**src/rtl/pipe_adder_pkg.sv**
```systemverilog
// Shared FSM state type and default geometry for the chunked serial adder.
package pipe_adder_pkg;

  typedef enum logic [1:0] {
    IDLE = 2'd0,
    RUN  = 2'd1,
    DONE = 2'd2
  } state_e;

  localparam int DEF_WIDTH = 32;
  localparam int DEF_CHUNK = 4;

  // Counter width for n chunks; a single chunk still needs one bit.
  function automatic int idx_width(input int n);
    return (n > 1) ? $clog2(n) : 1;
  endfunction

endpackage

```
**src/rtl/chunk_adder.sv**
```systemverilog
// Combinational CHUNK-bit adder with carry in/out; one slice of the serial add.
module chunk_adder #(
  parameter int CHUNK = 4
) (
  input  logic [CHUNK-1:0] a,
  input  logic [CHUNK-1:0] b,
  input  logic             cin,
  output logic [CHUNK-1:0] sum,
  output logic             cout
);

  assign {cout, sum} = (CHUNK+1)'(a) + (CHUNK+1)'(b) + (CHUNK+1)'(cin);

endmodule

```
**src/rtl/pipe_adder.sv**
```systemverilog
// Multi-cycle adder/subtractor: adds CHUNK bits per cycle LSB-first, valid/ready on both sides.
// Optional signed-overflow flag enabled by defining PIPE_ADDER_OVF_EN.
module pipe_adder
  import pipe_adder_pkg::*;
#(
  parameter int WIDTH = DEF_WIDTH,
  parameter int CHUNK = DEF_CHUNK
) (
  input  logic             clk,
  input  logic             reset,
  input  logic             in_valid,
  output logic             in_ready,
  input  logic [WIDTH-1:0] a,
  input  logic [WIDTH-1:0] b,
  input  logic             cin,
  input  logic             sub,
  output logic             out_valid,
  input  logic             out_ready,
  output logic [WIDTH-1:0] sum,
  output logic             cout,
  output logic             ovf
);

  localparam int NCHUNK = WIDTH / CHUNK;
  localparam int IDXW   = idx_width(NCHUNK);
  localparam int BW     = (WIDTH > 1) ? $clog2(WIDTH) : 1;
  localparam logic [IDXW-1:0] LAST_IDX = IDXW'(NCHUNK - 1);

  if (WIDTH % CHUNK != 0) begin : g_bad_chunk
    $error("pipe_adder: WIDTH must be a multiple of CHUNK");
  end

  state_e           state_q, state_d;
  logic [IDXW-1:0]  idx_q, idx_d;
  logic             carry_q, carry_d;
  logic [WIDTH-1:0] a_q, a_d;
  logic [WIDTH-1:0] b_q, b_d;
  logic [WIDTH-1:0] sum_q, sum_d;
  logic             cout_q, cout_d;

  logic [BW-1:0]    base;
  logic [CHUNK-1:0] chunk_sum;
  logic             chunk_cout;

  assign base = BW'(32'(idx_q) * CHUNK);

  chunk_adder #(.CHUNK(CHUNK)) u_chunk (
    .a    (a_q[base +: CHUNK]),
    .b    (b_q[base +: CHUNK]),
    .cin  (carry_q),
    .sum  (chunk_sum),
    .cout (chunk_cout)
  );

`ifdef PIPE_ADDER_OVF_EN
  logic ovf_q, ovf_d;
  assign ovf = ovf_q;
`else
  assign ovf = 1'b0;
`endif

  always_comb begin
    state_d = state_q;
    idx_d   = idx_q;
    carry_d = carry_q;
    a_d     = a_q;
    b_d     = b_q;
    sum_d   = sum_q;
    cout_d  = cout_q;
`ifdef PIPE_ADDER_OVF_EN
    ovf_d   = ovf_q;
`endif
    case (state_q)
      IDLE: begin
        if (in_valid) begin
          a_d     = a;
          b_d     = sub ? ~b : b;
          carry_d = sub | cin;  // subtract is a + ~b + 1, so cin is ignored
          idx_d   = '0;
          state_d = RUN;
        end
      end
      RUN: begin
        sum_d[base +: CHUNK] = chunk_sum;
        carry_d = chunk_cout;
        idx_d   = idx_q + IDXW'(1);
        if (idx_q == LAST_IDX) begin
          cout_d  = chunk_cout;
          idx_d   = '0;
          state_d = DONE;
`ifdef PIPE_ADDER_OVF_EN
          // Top chunk carries the result sign bit.
          ovf_d = (a_q[WIDTH-1] == b_q[WIDTH-1]) & (chunk_sum[CHUNK-1] != a_q[WIDTH-1]);
`endif
        end
      end
      DONE: begin
        if (out_ready) state_d = IDLE;
      end
      default: state_d = IDLE;
    endcase
  end

  always_ff @(posedge clk) begin
    a_q <= a_d;
    b_q <= b_d;
    if (reset) begin
      state_q <= IDLE;
      idx_q   <= '0;
      carry_q <= 1'b0;
      sum_q   <= '0;
      cout_q  <= 1'b0;
`ifdef PIPE_ADDER_OVF_EN
      ovf_q   <= 1'b0;
`endif
    end else begin
      state_q <= state_d;
      idx_q   <= idx_d;
      carry_q <= carry_d;
      sum_q   <= sum_d;
      cout_q  <= cout_d;
`ifdef PIPE_ADDER_OVF_EN
      ovf_q   <= ovf_d;
`endif
    end
  end

  assign in_ready  = (state_q == IDLE);
  assign out_valid = (state_q == DONE);
  assign sum       = sum_q;
  assign cout      = cout_q;

endmodule

```
**config.mk**
```make
export PLATFORM = sky130hd
export DESIGN_NAME = pipe_adder
export DESIGN_NICKNAME = d
export VERILOG_FILES = /design/src/rtl/pipe_adder_pkg.sv /design/src/rtl/chunk_adder.sv /design/src/rtl/pipe_adder.sv
export SDC_FILE = /design/constraint.sdc
export NUM_CORES = 1
export LEC_CHECK = 0
export CAP_MARGIN = 20
export CORE_MARGIN = 2
export CORE_UTILIZATION = 34
export CTS_CLUSTER_DIAMETER = 100
export DETAILED_ROUTE_END_ITERATION = 8
export DONT_BUFFER_PORTS = 1
export GPL_TIMING_DRIVEN = 0
export PLACE_DENSITY = 0.55
export SYNTH_ARGS = -nofsm -noshare
export SYNTH_HDL_FRONTEND = slang
export SYNTH_HIERARCHICAL = 1
export SYNTH_SLANG_ARGS = --single-unit
```
**constraint.sdc**
```tcl
create_clock -name clk -period 6.83 [get_ports clk]
set_clock_uncertainty 0.1 [all_clocks]
set_input_delay 1.7075 -clock clk [delete_from_list [all_inputs] [get_ports clk]]
set_output_delay 1.7075 -clock clk [all_outputs]
set_load 0.005 [all_outputs]
```
* After elaboration in Yosys (flattened, before gate mapping)
Index checks and enable logic that the tools add are counted.
** Cells by class
- Multiplexer cells :: 11
- Bitwise logic cells :: 2
- Shift operators :: 4
- Equality and inequality tests :: 6
- $add $sub $neg :: 4
- Reductions and logical operators :: 6
** Operator list (count)
- $shiftx 32x6->4 :: 2
- $bwmux 32 :: 1
- $mux 32 :: 1
- $not 32->32 :: 1
- $shift 4x7->32 const A :: 1
- $shiftx 4x7->32 :: 1
- $neg 5->7 :: 1
- $mux 2 :: 3
- $mux 3 :: 2
- $pmux 2 s3 :: 1
- $pmux 3 s2 :: 1
- $reduce_and 2->1 :: 3
- $add 4x4->5 :: 1
- $add 5x1->5 :: 1
- $ne 2x2->1 const B :: 2
- $add 3x1->3 const B :: 1
- $eq 3x3->1 const B :: 1
- $reduce_and 3->1 :: 1
- $eq 2x1->1 const B :: 1
- $eq 2x2->1 const B :: 1
- $logic_not 2->1 :: 1
- $ne 2x1->1 const B :: 1
- $pmux 1 s2 :: 1
- $reduce_bool 2->1 :: 1
- 2 further kinds :: 2
** Word-level totals
- Bits in registers :: 103
- Output and inout bits :: 36
- Word-level logic and storage cells :: 40
- Input bits :: 70

* Depth between registers and ports, before layout
- Depth in word-level cells :: 5
- Gate-level depth with buffers :: 14
- Gate-level depth less buffers :: 12

* By module
Netlist, hierarchy kept.
** Modules (own cells, without submodules)
- pipe_adder :: area an instance 4509.3 um^2, times used 1, cells each 331, sequential area each 2702.6 um^2
- chunk_adder :: area an instance 143.9 um^2, times used 1, cells each 16, sequential area each 0.0 um^2

* Worst setup path after synthesis
Ideal clock, no wire load.
- Path type :: input port to flip-flop
- Start point :: input port in_valid
- End point :: register a_q[0], enable pin
- Required time :: 6.301 ns
- Stages :: 1
- Path slack :: 3.087 ns
- Path buffers :: 0
- Arrival time :: 3.214 ns
- Library setup time :: 0.429 ns
- Path through :: and2_1
** On the way
- Longest elaborated chain between the ends :: 1
** RTL lines
- from (decl) :: line pipe_adder.sv:11 : input logic in_valid,
- $reduce_and 2->1 (no source line)
- to (signal assigned) :: line pipe_adder.sv:105 : a_q <= a_d;
- to (decl) :: line pipe_adder.sv:36 : logic [WIDTH-1:0] a_q, a_d;
Every way passes these cells.
A chain may end at the register's enable or synchronous reset.

* Worst setup path in the final report
- Start point :: register idx_q[1]
- End point :: register sum_q[14], in the netlist sum[14]
** On the way
- Longest elaborated chain between the ends :: 5
- Elaborated cells on any way between the ends :: 8
- Classes of those cells :: add/sub: 3; shift: 4; mux: 1
** RTL lines
- from (decl) :: line pipe_adder.sv:34 : logic [IDXW-1:0] idx_q, idx_d;
- from (signal assigned) :: line pipe_adder.sv:118 : idx_q <= idx_d;
- $shiftx 32x6->4, on equally long branches :: line pipe_adder.sv:48, pipe_adder.sv:49
- $add 4x4->5 * :: line chunk_adder.sv:12 : assign {cout, sum} = (CHUNK+1)'(a) + (CHUNK+1)'(b) + (CHUNK+1)'(cin);
- $add 5x1->5 * :: line chunk_adder.sv:12
- named net chunk_sum[2] :: line pipe_adder.sv:42 : logic [CHUNK-1:0] chunk_sum;
- $shiftx 4x7->32 * :: line pipe_adder.sv:84 : sum_d[base +: CHUNK] = chunk_sum;
- $bwmux 32 * :: line pipe_adder.sv:84
- to (signal assigned) :: line pipe_adder.sv:120 : sum_q <= sum_d;
- to (decl) :: line pipe_adder.sv:38 : logic [WIDTH-1:0] sum_q, sum_d;
The timed path passes the listed nets; every way through them passes the cells marked *.

==> Flow_metrics.wiki <==
{| class="wikitable"
! Metric !! Value
|-
| Clock buffer depth || 2
|-
| Drt first pass iters || 4
|-
| Global-route total usage across every layer || a little over an eighth
|-
| Die span in x || approximately 120 um
|-
| Dpl hpwl || approximately 7000 um
|-
| Family with the most delay on the worst path || buffers and inverters
|-
| Final Cycle Share || between 50% and 60%
|-
| Avg Vias per Cell || 4.75
|-
| Peak supply drop || 0.126 mV
|-
| Root buf cell || clkbuf_16
|-
| Crit-path most repeated cell || nand2_1
|-
| Share of power burned in registers || roughly half
|-
| Post-detailed-placement cell area || slightly below 0.005 mm2
|-
| Arrival time reported for the critical path endpoint || 3.98 ns
|-
| Total of max-cap violations || 0
|-
| Core Footprint || 0.0133 mm2
|-
| WP buf/inv || 3
|-
| Floorplan die area || 0.0146 mm2
|-
| Final-stage net count || about 440
|-
| Total of fill cells in the finished design || between 1,000 and 1,500
|-
| Detailed-route via count || 2,566
|-
| Setup-failing EPs final || 0
|-
| CTS H-tree lvls || 3
|-
| Number of standard cells after synthesis || ~350
|-
| Switching Power || approximately 330 uW
|-
| Via count of the first global-routing pass || 2,705
|-
| Sequential cell area || around 0.0027 mm2
|-
| Required time at the worst-slack endpoint || around 7.0 ns
|-
| Clock-pin slew of the registers on the worst-case setup and hold paths || approximately 0.07 ns
|-
| Fraction of final layout cells sized beyond drive strength 1 || ~12%
|-
| Min-Delay Path Class || register to register
|-
| #FFs+latches synth || 103
|-
| Count of pins over their slew limit || 0
|-
| Pre-CTS worst setup slack || 2.94 ns
|-
| Pwr Density || about 260 mW/mm2
|-
| Final Cell Area || a little over 0.005 mm2
|-
| Total length of routed met2 wires || roughly 4600 um
|-
| DRC violations left || 0
|-
| Proportion of total power due to net switching || between 20% and 30%
|-
| Average wire per cell in the routed design || 17.5 um
|-
| Effective utilization at floorplan || 35.0%
|-
| Cell with the largest stage delay on the worst path || clkbuf_1
|-
| Status || finished clean
|-
| Biggest cell delay along the critical path || roughly 0.62 ns
|-
| Post-CTS resize count || 0
|-
| Unrepaired setup endpoints after global routing || false
|-
| Yosys warns || 6
|-
| Proportion of power drawn by the clock network || a little under two fifths
|-
| Setup TNS after final layout || 0 ns
|-
| Total CTS buffers || 9
|-
| Overflow left after global routing || 0
|-
| Category of the worst setup path capture point || register
|-
| Number of antenna violations at the first check in global routing || 1
|-
| Routability congestion estimate from global placement || about 0.72
|-
| Wire length of the first global-routing pass || about 15,000 um
|-
| Static Leak || approximately 0.0019 uW
|-
| Total nets after synthesis || 429
|-
| # port buffers || 0
|-
| Max Freq || between 0.2 and 0.3 GHz
|-
| Synthesized area || between 0.004 and 0.005 mm2
|-
| Shortest period the worst path allows || 3.80 ns
|-
| Hold buffers post-CTS || 0
|-
| Diodes inserted || 0
|-
| Top Layer Used || met5
|-
| Post-synthesis sequential area ratio || roughly three fifths
|-
| Worst Setup Path Type || register to register
|-
| TritonCTS Sinks || around 100
|-
| Total area of multi-input combinational cells || 0.00183 mm2
|-
| Total I/O pin count || 106
|-
| Core Util, Final || between 30% and 40%
|-
| Crit path launch type || register
|-
| Total routed wire length on the met1 layer || 3830 um
|-
| Setup slack after layout || just over 3 ns
|-
| Overall routed net length || ~9400 um
|-
| Routed length on met3 || about 800 um
|-
| Actual transition at the worst max-transition pin || between 0.9 and 1 ns
|-
| Clock insertion delay at the later pin of the skew report || about 0.35 ns
|-
| Max-slew headroom || approximately two fifths
|-
| Std cell rows || 42
|-
| Cell chain of the critical path || clkbuf_1 > clkbuf_1 > mux4_2 > nand2_1 > nand2_1 > fa_1 > inv_1 > fa_1 > xnor2_1 > nand2_1 > mux2i_1
|-
| Die boundary height || 121 um
|-
| Combinational share of power || a little over a tenth
|-
| Antenna Violating Nets Remaining || 0
|-
| Critical-path maximum fanout || 10
|-
| Final Hold Violating Endpoints || 0
|-
| Maximum number of pins on one net before global-route repair || 45
|-
| Number of design-rule violations left by the first detailed-router iteration || 99
|-
| Mean cell area of the mapped netlist || about 13 um2
|-
| Post-CTS Setup Repair Bufs || 0
|-
| Area growth from synthesis to layout || 11.6%
|-
| Yosys cell types || 36
|-
| Internal power component || about 1000 uW
|-
| TritonCTS clock tree || yes
|}
[layer usage]
layer | GRT usage [%] | vias to the layer above
li1 | - | 1240
met1 | 16.3 | 1217
met2 | 21.9 | 91
met3 | 4.79 | 16
met4 | 6.40 | 2
met5 | 0 | -
[worst paths after layout]
| check | from | endpoint | slack (ns) | depth (start not counted) |
|---|---|---|---|---|
| max | idx_q[1]$_SDFFE_PP0P_ | sum[14]$_SDFFE_PP0P_ | 3.03 | 11 |
| min | sum[22]$_SDFFE_PP0P_ | sum[22]$_SDFFE_PP0P_ | 0.40 | 2 |
| max reg2reg | idx_q[1]$_SDFFE_PP0P_ | sum[14]$_SDFFE_PP0P_ | 3.03 | 11 |
| min reg2reg | sum[22]$_SDFFE_PP0P_ | sum[22]$_SDFFE_PP0P_ | 0.40 | 2 |
[state kept, by name, summed over array words and instances (netlist names)]
signal	count
a_q	32
carry_q	1
b_q	32
state_q	2
sum	32
idx_q	3
cout	1
[cells by family (layout without fill, tap and decap cells)]
logic type	count (synthesis)	count (layout)	share of synthesized area (%)
xor+xnor	34	34	6.40
buf+inv	29	46	2.58
other cells	1	1	0.0806
compound gates	9	9	1.29
fa+ha+maj	12	12	3.55
simple gates	109	109	13.0
mux	50	50	15.1
flops	103	103	58.1
[cell type report]
class | count | area share, %
Multi-Input combinational cell | 215 | 35.3
Sequential cell | 103 | 52.1
Timing Repair Buffer | 1 | 0.386
Buffer | 20 | 1.66
Inverter | 9 | 0.651
Clock buffer | 9 | 4.34
Clock inverter | 7 | 1.37
Tap cell | 176 | 4.24
[synth_stat cells]
cell type	count	share of area, %
nor4bb_1	1	0.22
a21oi_1	3	0.32
buf_4	2	0.32
mux4_2	16	7.7
a22oi_1	1	0.16
buf_1	4	0.32
nor2b_1	3	0.40
nor4b_2	1	0.32
a2bb2oi_1	1	0.19
dfxtp_1	39	17
o21ai_0	1	0.11
xnor2_1	2	0.38
nor4b_1	2	0.38
edfxtp_1	64	41
buf_2	3	0.32
mux2i_1	34	7.3
nand2b_1	41	5.5
nor3b_1	1	0.16
xor2_1	32	6.0
nor3_1	6	0.65
or4_1	1	0.16
conb_1	1	0.081
clkbuf_1	11	0.89
and2_1	1	0.13
nand3b_1	1	0.16
nor2_1	5	0.40
ha_1	10	2.7
a21oi_2	1	0.19
inv_1	8	0.65
or4b_4	1	0.30
a21o_1	1	0.16
o21bai_1	1	0.16
fa_1	2	0.86
clkinv_1	1	0.081
nand2_1	41	3.3
or4b_2	4	0.86
[worst reg2reg max path, cell delays in order, from the launching register on]
cell and delay (ns):
dfxtp_1 0.39, clkbuf_1 0.55, clkbuf_1 0.63, mux4_2 0.33, nand2_1 0.05, nand2_1 0.13
fa_1 0.20, inv_1 0.05, fa_1 0.40, xnor2_1 0.54, nand2_1 0.16, mux2i_1 0.18
[through the flow]
step / hold WS (ns) / total power [uW] / cells
after CTS: 0.403 / 1390 / 540
final: 0.398 / 1370 / 540
after detailed placement: 0.385 / 866 / 524
after floorplan: 0.365 / 822 / 347
after global placement: 0.384 / 863 / 523
after global routing: 0.426 / 1420 / 540
[power by group through the flow]
| stage | clock network (uW) | logic [uW] | registers (uW) |
|---|---|---|---|
| final | 518 | 143 | 706 |
| after floorplan | 0 | 104 | 718 |
| after global routing | 556 | 158 | 709 |
| after detailed placement | 0 | 146 | 721 |
| after CTS | 536 | 146 | 707 |
| after global placement | 0 | 142 | 721 |
[cells in the final DEF, fill, tap and decap left out, types with 2 or more instances in the layout]
master / instances
mux4_2: 16
buf_4: 2
nor3_1: 6
nor2_1: 5
xnor2_1: 2
edfxtp_1: 64
buf_1: 4
mux2i_1: 34
nor2b_1: 3
nand2b_1: 41
ha_1: 10
buf_2: 3
or4b_2: 4
inv_1: 8
a21oi_1: 3
fa_1: 2
clkinv_1: 2
nand2_1: 41
nor4b_1: 2
dfxtp_1: 39
clkbuf_1: 11
xor2_1: 32
clkbuf_16: 9
(Power assumes the default switching activity.)
